$ cat config.mk
export PLATFORM = sky130hd
export DESIGN_NAME = fp_rs_preprocess_pipe
export DESIGN_NICKNAME = d
export VERILOG_FILES = /design/src/rtl/fp_rs_preprocess_pipe.sv
export SDC_FILE = /design/constraint.sdc
export NUM_CORES = 2
export LEC_CHECK = 0
export BUFFER_PORTS_ARGS = -buffer_cell sky130_fd_sc_hd__buf_2
export CORE_MARGIN = 3
export CORE_UTILIZATION = 58
export CTS_CLUSTER_SIZE = 24
export DETAILED_ROUTE_END_ITERATION = 16
export HOLD_SLACK_MARGIN = 0.08
export MAX_ROUTING_LAYER = met4
export PLACE_DENSITY = 0.81
export SKIP_LAST_GASP = 1
export SLEW_MARGIN = 40
export SYNTH_ARGS = -nofsm -noshare
export SYNTH_HDL_FRONTEND = slang
export SYNTH_SLANG_ARGS = --single-unit
export TNS_END_PERCENT = 20
$ cat constraint.sdc
create_clock -name clk -period 3.1 [get_ports clk]
set_input_delay 0.465 -clock clk [delete_from_list [all_inputs] [get_ports clk]]
set_output_delay 0.465 -clock clk [all_outputs]
set_load 0.01 [all_outputs]
$ cat src/rtl/fp_rs_preprocess_pipe.sv
// Multi-operand FP register-source preprocessor: NaN-box check, classify, CLZ prenormalize, single->double widen.
// Optional flush-to-zero of subnormal inputs via FP_PRENORM_FTZ_EN (adds the ftz port).
package fp_rs_pkg;
  typedef struct packed {
    logic [63:0] rs;
    logic        single;
    logic        daz;
    logic [3:0]  special;
    logic        boxed;
    logic        hidden;
    logic [5:0]  clz;
  } cls_t;

  typedef struct packed {
    logic [63:0] dbl;
    logic [3:0]  special;
    logic        boxed;
    logic        hidden;
    logic [51:0] frac;
    logic [5:0]  shift;
  } res_t;
endpackage

module fp_rs_lane
  import fp_rs_pkg::*;
(
  input  logic [63:0] rs,
  input  logic        single,
  input  logic        ftz,
  output cls_t        cls,
  input  cls_t        cls_q,
  output res_t        res
);
  logic        boxed, daz, e_ones, e_zero, f_zero, qbit, hid, nan;
  logic [63:0] op;
  logic [51:0] f52a, f52b, frac;
  logic [53:0] vec;
  logic [5:0]  clz;
  logic [3:0]  sp;
  logic [10:0] ex;

  // Front half: classification and leading-zero count.
  always_comb begin
    boxed = &rs[63:32];
    if (single) daz = ftz & boxed & ~|rs[30:23] & |rs[22:0];
    else        daz = ftz & ~|rs[62:52] & |rs[51:0];
    op = rs;
    if (daz) begin
      if (single) op[22:0] = '0;
      else        op[51:0] = '0;
    end
    if (single) begin
      e_ones = &op[30:23];
      e_zero = ~|op[30:23];
      f_zero = ~|op[22:0];
      qbit   = op[22];
      f52a   = {op[22:0], 29'b0};
    end else begin
      e_ones = &op[62:52];
      e_zero = ~|op[62:52];
      f_zero = ~|op[51:0];
      qbit   = op[51];
      f52a   = op[51:0];
    end
    hid = ~e_zero;
    nan = e_ones & ~f_zero;
    sp  = {e_ones & f_zero, nan & ~qbit, nan & qbit, e_zero & f_zero};
    // An unboxed single is treated as the canonical quiet NaN.
    if (single) sp = {sp[3] & boxed, sp[2] & boxed, sp[1] | ~boxed, sp[0] & boxed};
    vec = {hid, f52a, 1'b1};
    clz = 6'd53;
    for (int i = 0; i < 54; i++)
      if (vec[i]) clz = 6'(53 - i);
    cls.rs      = op;
    cls.single  = single;
    cls.daz     = daz;
    cls.special = sp;
    cls.boxed   = boxed;
    cls.hidden  = hid;
    cls.clz     = clz;
  end

  // Back half: normalizing shift and widened exponent.
  always_comb begin
    f52b = cls_q.single ? {cls_q.rs[22:0], 29'b0} : cls_q.rs[51:0];
    frac = f52b << cls_q.clz;
    ex   = (cls_q.rs[30:23] == 8'd0) ? 11'd897 - 11'(cls_q.clz)
                                     : 11'd896 + 11'(cls_q.rs[30:23]);
    if (!cls_q.single)                          res.dbl = cls_q.rs;
    else if (cls_q.special[2] | cls_q.special[1]) res.dbl = 64'h7FF8_0000_0000_0000;
    else if (cls_q.special[3])                  res.dbl = {cls_q.rs[31], 11'h7FF, 52'b0};
    else if (cls_q.special[0])                  res.dbl = {cls_q.rs[31], 63'b0};
    else                                        res.dbl = {cls_q.rs[31], ex, frac};
    res.special = cls_q.special;
    res.boxed   = cls_q.boxed;
    res.hidden  = cls_q.hidden;
    res.frac    = frac;
    res.shift   = (cls_q.single | cls_q.daz) ? 6'd0 : cls_q.clz;
  end
endmodule

module fp_rs_preprocess_pipe
  import fp_rs_pkg::*;
#(
  parameter int NUM_OPERANDS = 3,
  parameter int LATENCY      = 2,
  parameter int ID_W         = 3
) (
  input  logic                              clk,
  input  logic                              rst_n,
  input  logic                              flush,
`ifdef FP_PRENORM_FTZ_EN
  input  logic                              ftz,
`endif
  input  logic                              in_valid,
  output logic                              in_ready,
  input  logic [ID_W-1:0]                   in_id,
  input  logic [NUM_OPERANDS-1:0][63:0]     in_rs,
  input  logic [NUM_OPERANDS-1:0]           in_single,
  output logic                              out_valid,
  input  logic                              out_ready,
  output logic [ID_W-1:0]                   out_id,
  output logic [NUM_OPERANDS-1:0][63:0]     out_double,
  output logic [NUM_OPERANDS-1:0][3:0]      out_special,
  output logic [NUM_OPERANDS-1:0]           out_is_boxed,
  output logic [NUM_OPERANDS-1:0]           out_hidden,
  output logic [NUM_OPERANDS-1:0][51:0]     out_prenorm_frac,
  output logic [NUM_OPERANDS-1:0][5:0]      out_prenorm_shift
);
`ifndef FP_PRENORM_FTZ_EN
  logic ftz;
  assign ftz = 1'b0;
`endif

  logic [LATENCY:1]              vld_pipe;
  logic [LATENCY:0]              vld_src;
  logic [LATENCY+1:1]            en;
  cls_t [NUM_OPERANDS-1:0]       cls_c, cls_b;
  res_t [NUM_OPERANDS-1:0]       res_c, res_q;
  logic [ID_W-1:0]               id_b, id_q;

  assign vld_src = {vld_pipe, in_valid};

  // A stage may load when empty or when its successor is loading.
  always_comb begin
    en = '0;
    en[LATENCY+1] = out_ready;
    for (int k = LATENCY; k >= 1; k--) en[k] = ~vld_pipe[k] | en[k+1];
  end

  always_ff @(posedge clk or negedge rst_n) begin
    if (!rst_n)     vld_pipe <= '0;
    else if (flush) vld_pipe <= '0;
    else
      for (int k = 1; k <= LATENCY; k++)
        if (en[k]) vld_pipe[k] <= vld_src[k-1];
  end

  for (genvar i = 0; i < NUM_OPERANDS; i++) begin : g_lane
    fp_rs_lane u_lane (
      .rs     (in_rs[i]),
      .single (in_single[i]),
      .ftz    (ftz),
      .cls    (cls_c[i]),
      .cls_q  (cls_b[i]),
      .res    (res_c[i])
    );
    assign out_double[i]        = res_q[i].dbl;
    assign out_special[i]       = res_q[i].special;
    assign out_is_boxed[i]      = res_q[i].boxed;
    assign out_hidden[i]        = res_q[i].hidden;
    assign out_prenorm_frac[i]  = res_q[i].frac;
    assign out_prenorm_shift[i] = res_q[i].shift;
  end

  if (LATENCY == 2) begin : g_l2
    cls_t [NUM_OPERANDS-1:0] s1_cls;
    logic [ID_W-1:0]         s1_id;
    always_ff @(posedge clk or negedge rst_n) begin
      if (!rst_n) begin
        s1_cls <= '0;
        s1_id  <= '0;
      end else if (en[1]) begin
        s1_cls <= cls_c;
        s1_id  <= in_id;
      end
    end
    assign cls_b = s1_cls;
    assign id_b  = s1_id;
  end else begin : g_l1
    assign cls_b = cls_c;
    assign id_b  = in_id;
  end

  always_ff @(posedge clk or negedge rst_n) begin
    if (!rst_n) begin
      res_q <= '0;
      id_q  <= '0;
    end else if (en[LATENCY]) begin
      res_q <= res_c;
      id_q  <= id_b;
    end
  end

  assign in_ready  = en[1];
  assign out_valid = vld_pipe[LATENCY];
  assign out_id    = id_q;
endmodule

* After elaboration in Yosys (flattened, before gate mapping) *
Cells that the tools add are included.

word-level totals
  bits in registers = 623
  logic and storage cells = 334
  input port bits = 203

cells by class
  bitwise operators = 46
  add/sub/neg operators = 6
  shift-type cells = 3
  muxes and demuxes = 201
  reductions and logical operators = 38

operators by type and width
  kind                   count
  $mux 6                 99
  $mux 64                6
  $mux 63                6
  $mux 52                6
  $mux 5                 48
  $reduce_or 52->1       3
  $shl 52x6->52          3
  $reduce_and 32->1      3
  $reduce_or 23->1       3
  $mux 3                 12
  $add 10x8->11 const A  3
  $mux 11                3
  $reduce_and 11->1      3
  $reduce_or 11->1       3
  $sub 10x6->11 const A  3
  $and 1x1->1            24
  $logic_not 8->1        3
  $reduce_and 8->1       3
  $reduce_or 8->1        3
  $mux 1                 17
  $not 1->1              14
  $logic_not 1->1        12
  $mux 4                 3
  $or 1x1->1             8
  other kinds (2)        3

* Longest topological paths before layout *
  word-level depth = 54
  depth in mapped cells = 13

* Hierarchy *
A second synthesis with hierarchy kept.

second synthesis, totals
  cells, all modules = 4206
  area, all modules = 41950.2 µm²

by module, submodules not included
  module                 area an instance (µm²)  times used  cells an instance  sequential area each (µm²)
  fp_rs_preprocess_pipe  23422.5                 1           1326               15665.0
  fp_rs_lane             6175.9                  3           960                0.0

* Worst setup path after synthesis *
OpenSTA, ideal clock, no wires.

  kind = reg-to-reg
  start point = reg g_l2.s1_cls (netlist bit cls_b[156])
  end point = reg res_q (netlist bit out_double[176])
  path slack = 0.430 ns
  arrival = 2.544 ns
  buffers on the path = 3
  stages on the path, launching flop included = 9
  required time = 2.974 ns
  period minus slack after synthesis = 2.670 ns
  cell sequence = dfrtp_1 buf_6 buf_4 buf_4 mux4_2 mux4_2 a31oi_1 o221ai_1 a221o_1

on the way
  cells in the longest elaborated chain, start to end = 5

RTL lines
  element                   RTL line  source
  start: declaration        177       cls_t [NUM_OPERANDS-1:0] s1_cls;
  start signal: assignment  184       s1_cls <= cls_c;
  $shl 52x6->52             86        frac = f52b << cls_q.clz;
  $mux 63                   92        else if (cls_q.special[0]) res.dbl = {cls_q.rs[31], 63'b0};
  $mux 63                   91        else if (cls_q.special[3]) res.dbl = {cls_q.rs[31], 11'h7FF, 52'b0};
  $mux 64                   90        else if (cls_q.special[2] | cls_q.special[1]) res.dbl = 64'h7FF8_0000_0000_0000;
  $mux 64                   89        if (!cls_q.single) res.dbl = cls_q.rs;
  end signal: assignment    200       res_q <= res_c;
  end: declaration          139       res_t [NUM_OPERANDS-1:0] res_c, res_q;

No other way between the ends.
A chain may end at the register's enable or synchronous reset.

* Worst setup path in the final report *
  start point = reg g_l2.s1_cls (netlist bit cls_b[156])
  end point = reg res_q (netlist bit out_double[177])

The elaborated chain is that of the path after synthesis.

==> metrics.md <==
| Metric | Value |
|---|---|
| Critical Path Most Common Cell | o21ai_0 |
| Hold EP | cls_b[155]$_DFFE_PN0P_ |
| R2R Path End | out_double[177]$_DFFE_PN0P_ |
| Area delta synth->final | 20.1% |
| Top cell family by delay on the critical path | compound AO/OA/AOI/OAI gates |
| Max Cap Viol | 0 |
| Placed Instances | 5,800 |
| Non-Filler Instances | 5,940 |
| First-pass GRT wire length | 261,000 um |
| Unrepaired setup endpoints after global routing | true |
| CTS tree | yes |
| GRT Util Overall | 51.4% |
| Core Region | 64,800 um^2 |
| Post-DRT Antenna Nets | 0 |
| Post-Synthesis Cell Area | 38,200 um^2 |
| Post-Syn Instances | 4,416 |
| Routability congestion estimate from global placement | 1.11 |
| Crit-path cells | buf_8 > nor2b_1 > mux2i_1 > o21ai_0 > nand2_1 > o21ai_0 > o21ai_0 > a221oi_1 > a221o_1 |
| Row count | 93 |
| Vias per cell | 7.04 |
| Post-synth EDFFs | 0 |
| PwrDens | 483 nW/um^2 |
| Synth cell types | 81 |
| Share of the synthesized area in the top cell type | 40.8% |
| Setup crit start | cls_b[156]$_DFFE_PN0P_ |
| Post-route cell area | 45,900 um^2 |
| Initial antenna violation count | 5 |
| Chip height | 263 um |
| Reg2reg path depth | 9 |
| Max Slew Vio Count | 0 |
| WS Path Type | reg -> reg |
| Via count | 41,800 |
| CTS sink count | 623 |
| Nets | 5,231 |
| Layout cell share with drive strength beyond 1 | 25.0% |
| Worst EP arrival | 3640 ps |
| Final Hold Viols | 0 |
| Setup violators final | 0 |
| Rel. slew slack | 42.6% |
| Hold path start | in_rs[127] |
| Setup crit start kind | register |
| Syn_area_per_cell | 8.66 um^2 |
| Synth area leader | dfrtp_1 |
| Final hold slack | 84.3 ps |
| Hold Path Cell Cnt | 3 |
| FFs w/ async S/R, synth | 100% |
| Synth Warn # | 0 |
| Detailed-router iteration count before antenna repair | 9 |
| CP max stage delay | 610 ps |
| Final Cycle Share | 99.9% |
| Pleak | 21.3 nW |
| # IOs | 592 |
| CTS root buf | clkbuf_16 |
| Die area | 69,100 um^2 |
| Starting Density | 59.0% |
| Synth Register Bits | 623 |
| 1st-iter DRT viols | 6,664 |
| Reg-to-reg slack, setup | 5 ps |
| Crit. End Element | register |
| Final WL | 178,000 um |
| Post-route DRC | 0 |
| Peak VDD IR | 0.389 mV |
| Sequential share of the synthesized area | 40.8% |
| Worst min path class | in -> reg |
| Final WS setup | 4.52 ps |
| Fmax | 0.323 GHz |
| Syn Nets | 4,622 |
| Slew @ Worst Pin | 854 ps |
| H-Tree Depth | 3 |
| Levels on crit path | 9 |
| Critical path required time | 3640 ps |
| Clk Latency, worst-skew pair | 650 ps |
| Worst-path fanout max | 15 |
| Critical Path Slowest Stage Cell | dfrtp_4 |
| Min cycle time layout | 3100 ps |
| Fin Clk Skew | 46.6 ps |
| Largest net degree at the start of global routing | 127 |
| # port buffers | 591 |
| Launching point of the worst reg2reg path | cls_b[156]$_DFFE_PN0P_ |
| Overflow after GRT | 0 |
| Placed instance area | 43,400 um^2 |
| Synth Flop Type | dfrtp_1 |
| WL/cell | 30.0 um |
| Place WS | 81.9 ps |
| Vias in the first global route | 39,800 |
| Synth area leaders | dfrtp_1 41%, nand2_1 11%, mux4_2 8.5%, o21ai_0 4.4%, mux2i_1 4.0% |
| DP HPWL | 133,000 um |
| Buf/Inv on CP | 1 |
| Clk pin slew, worst setup/hold paths | 60 ps |
| Max clock buf depth | 3 |
| Die width | 263 um |
| CTS buffer count | 68 |
| Status | finished, final reports clean |
==> tightest hold or removal path, stage by stage <==
cell	delay, ps
buf_2	90
nand2_1	40
nand2_1	60
==> through the flow <==
step	total power [mW]	utilization, %	setup TNS, ps
final	22.2	70.9	0
after CTS	21.9	70.8	0
after floorplan	11.2	-	0
after global routing	22.7	70.9	-184
after global placement	13.3	67.0	0
after detailed placement	13.4	67.0	0
==> synth_stat cells (all sizes together), types with 6 or more instances <==
cell and instances:
a31oi 43, mux2i 151, o2bb2ai 12, a211oi 30, or2 17, dfrtp 623
or3 14, nor2 349, or4 11, o22ai 50, a22o 61, a221oi 18
buf 104, o21a 19, o22a 9, nor4 45, nand3 71, and2 18
and3 35, nor3b 26, a221o 21, o32a 8, o21ai 337, o2111ai 9
nand2 1107, nor2b 25, a22oi 36, clkbuf 236, mux2 85, nand3b 33
o31a 6, o31ai 37, o32ai 13, o21bai 6, inv 64, nand2b 51
o211ai 17, nor3 77, o221ai 21, mux4 147, nand4 36, a21oi 243
a2111oi 8, a21o 16
==> cells in the final DEF (no fill, tap or decap), types with 21 or more instances in the layout <==
| cell | count |
|---|---|
| nand4_1 | 36 |
| nor4_1 | 45 |
| nor3_1 | 77 |
| o31ai_1 | 36 |
| o21ai_0 | 335 |
| o221ai_1 | 21 |
| nand3b_1 | 33 |
| nand2_1 | 1107 |
| mux2_2 | 84 |
| nor3b_1 | 26 |
| a211oi_1 | 30 |
| a22o_1 | 61 |
| clkbuf_16 | 70 |
| a21oi_1 | 243 |
| o22ai_1 | 50 |
| a31oi_1 | 43 |
| a221o_1 | 21 |
| inv_1 | 58 |
| buf_12 | 30 |
| mux2i_1 | 151 |
| nand2b_1 | 50 |
| nor2b_1 | 24 |
| nand3_1 | 71 |
| nor2_1 | 346 |
| buf_2 | 590 |
| dfrtp_1 | 614 |
| mux4_2 | 145 |
| a22oi_1 | 36 |
| clkbuf_8 | 21 |
| buf_4 | 248 |
| and3_1 | 35 |
==> report_power, final <==
group | switching [mW] | internal [mW] | total (mW)
combinational | 2.48 | 1.52 | 4.00
sequential | 0.778 | 8.71 | 9.49
clock | 3.62 | 5.09 | 8.71
total | 6.88 | 15.3 | 22.2
==> logic make-up (layout without fill, tap and decap cells) <==
group / count (synthesis) / after routing / share of synthesized area, %
flops: 623 / 623 / 40.8
xor+xnor: 6 / 6 / 0.137
other cells: 0 / 5 / 0
fa+ha+maj: 3 / 3 / 0.0982
mux: 383 / 383 / 15.1
compound gates: 1071 / 1071 / 17.9
simple gates: 1921 / 1921 / 21.7
buf+inv: 409 / 1073 / 4.28
==> state kept, by name, indices dropped and copies added (netlist names) <==
name	cells
out_double	192
g_l2.s1_id	3
out_prenorm_shift	18
out_is_boxed	3
out_hidden	3
out_special	12
out_prenorm_frac	156
cls_b	231
vld_pipe	2
out_id	3
==> cell type report <==
type / instances / area, um^2
Timing Repair Buffer: 879 / 5540
Clock buffer: 99 / 2070
Inverter: 69 / 264
Sequential cell: 623 / 15600
Clock inverter: 26 / 304
Antenna cell: 5 / 12.5
Fill cell: 4939 / 18900
Multi-Input combinational cell: 3384 / 21100
Tap cell: 855 / 1070
==> routing by layer <==
| layer | track usage (%) | wire length, um | vias to the layer above |
|---|---|---|---|
| li1 | - | - | 17100 |
| met5 | - | 0 | - |
| met4 | 36.5 | 16300 | 0 |
| met3 | 13.9 | 23400 | 1037 |
| met2 | 75.4 | 77600 | 3823 |
| met1 | 61.5 | 60600 | 19900 |
==> worst max-delay path by stage <==
stage                                  endpoint  slack (ps)
floorplan           out_double[176]$_DFFE_PN0P_         430
global placement    out_double[176]$_DFFE_PN0P_         120
detailed placement  out_double[164]$_DFFE_PN0P_          80
CTS                 out_double[164]$_DFFE_PN0P_          80
global route        out_double[113]$_DFFE_PN0P_         -60
finish              out_double[177]$_DFFE_PN0P_           5
==> what timing repair did <==
item / 4_1_cts / 5_1_grt
resized for setup: 0 / 2
endpoints found under the setup margin: 0 / 12
hold buffers: 9 / 0
hold endpoints to repair: 44 / 0
buffers inserted: 0 / 1
Note: power is estimated with default switching activity, not from simulation.
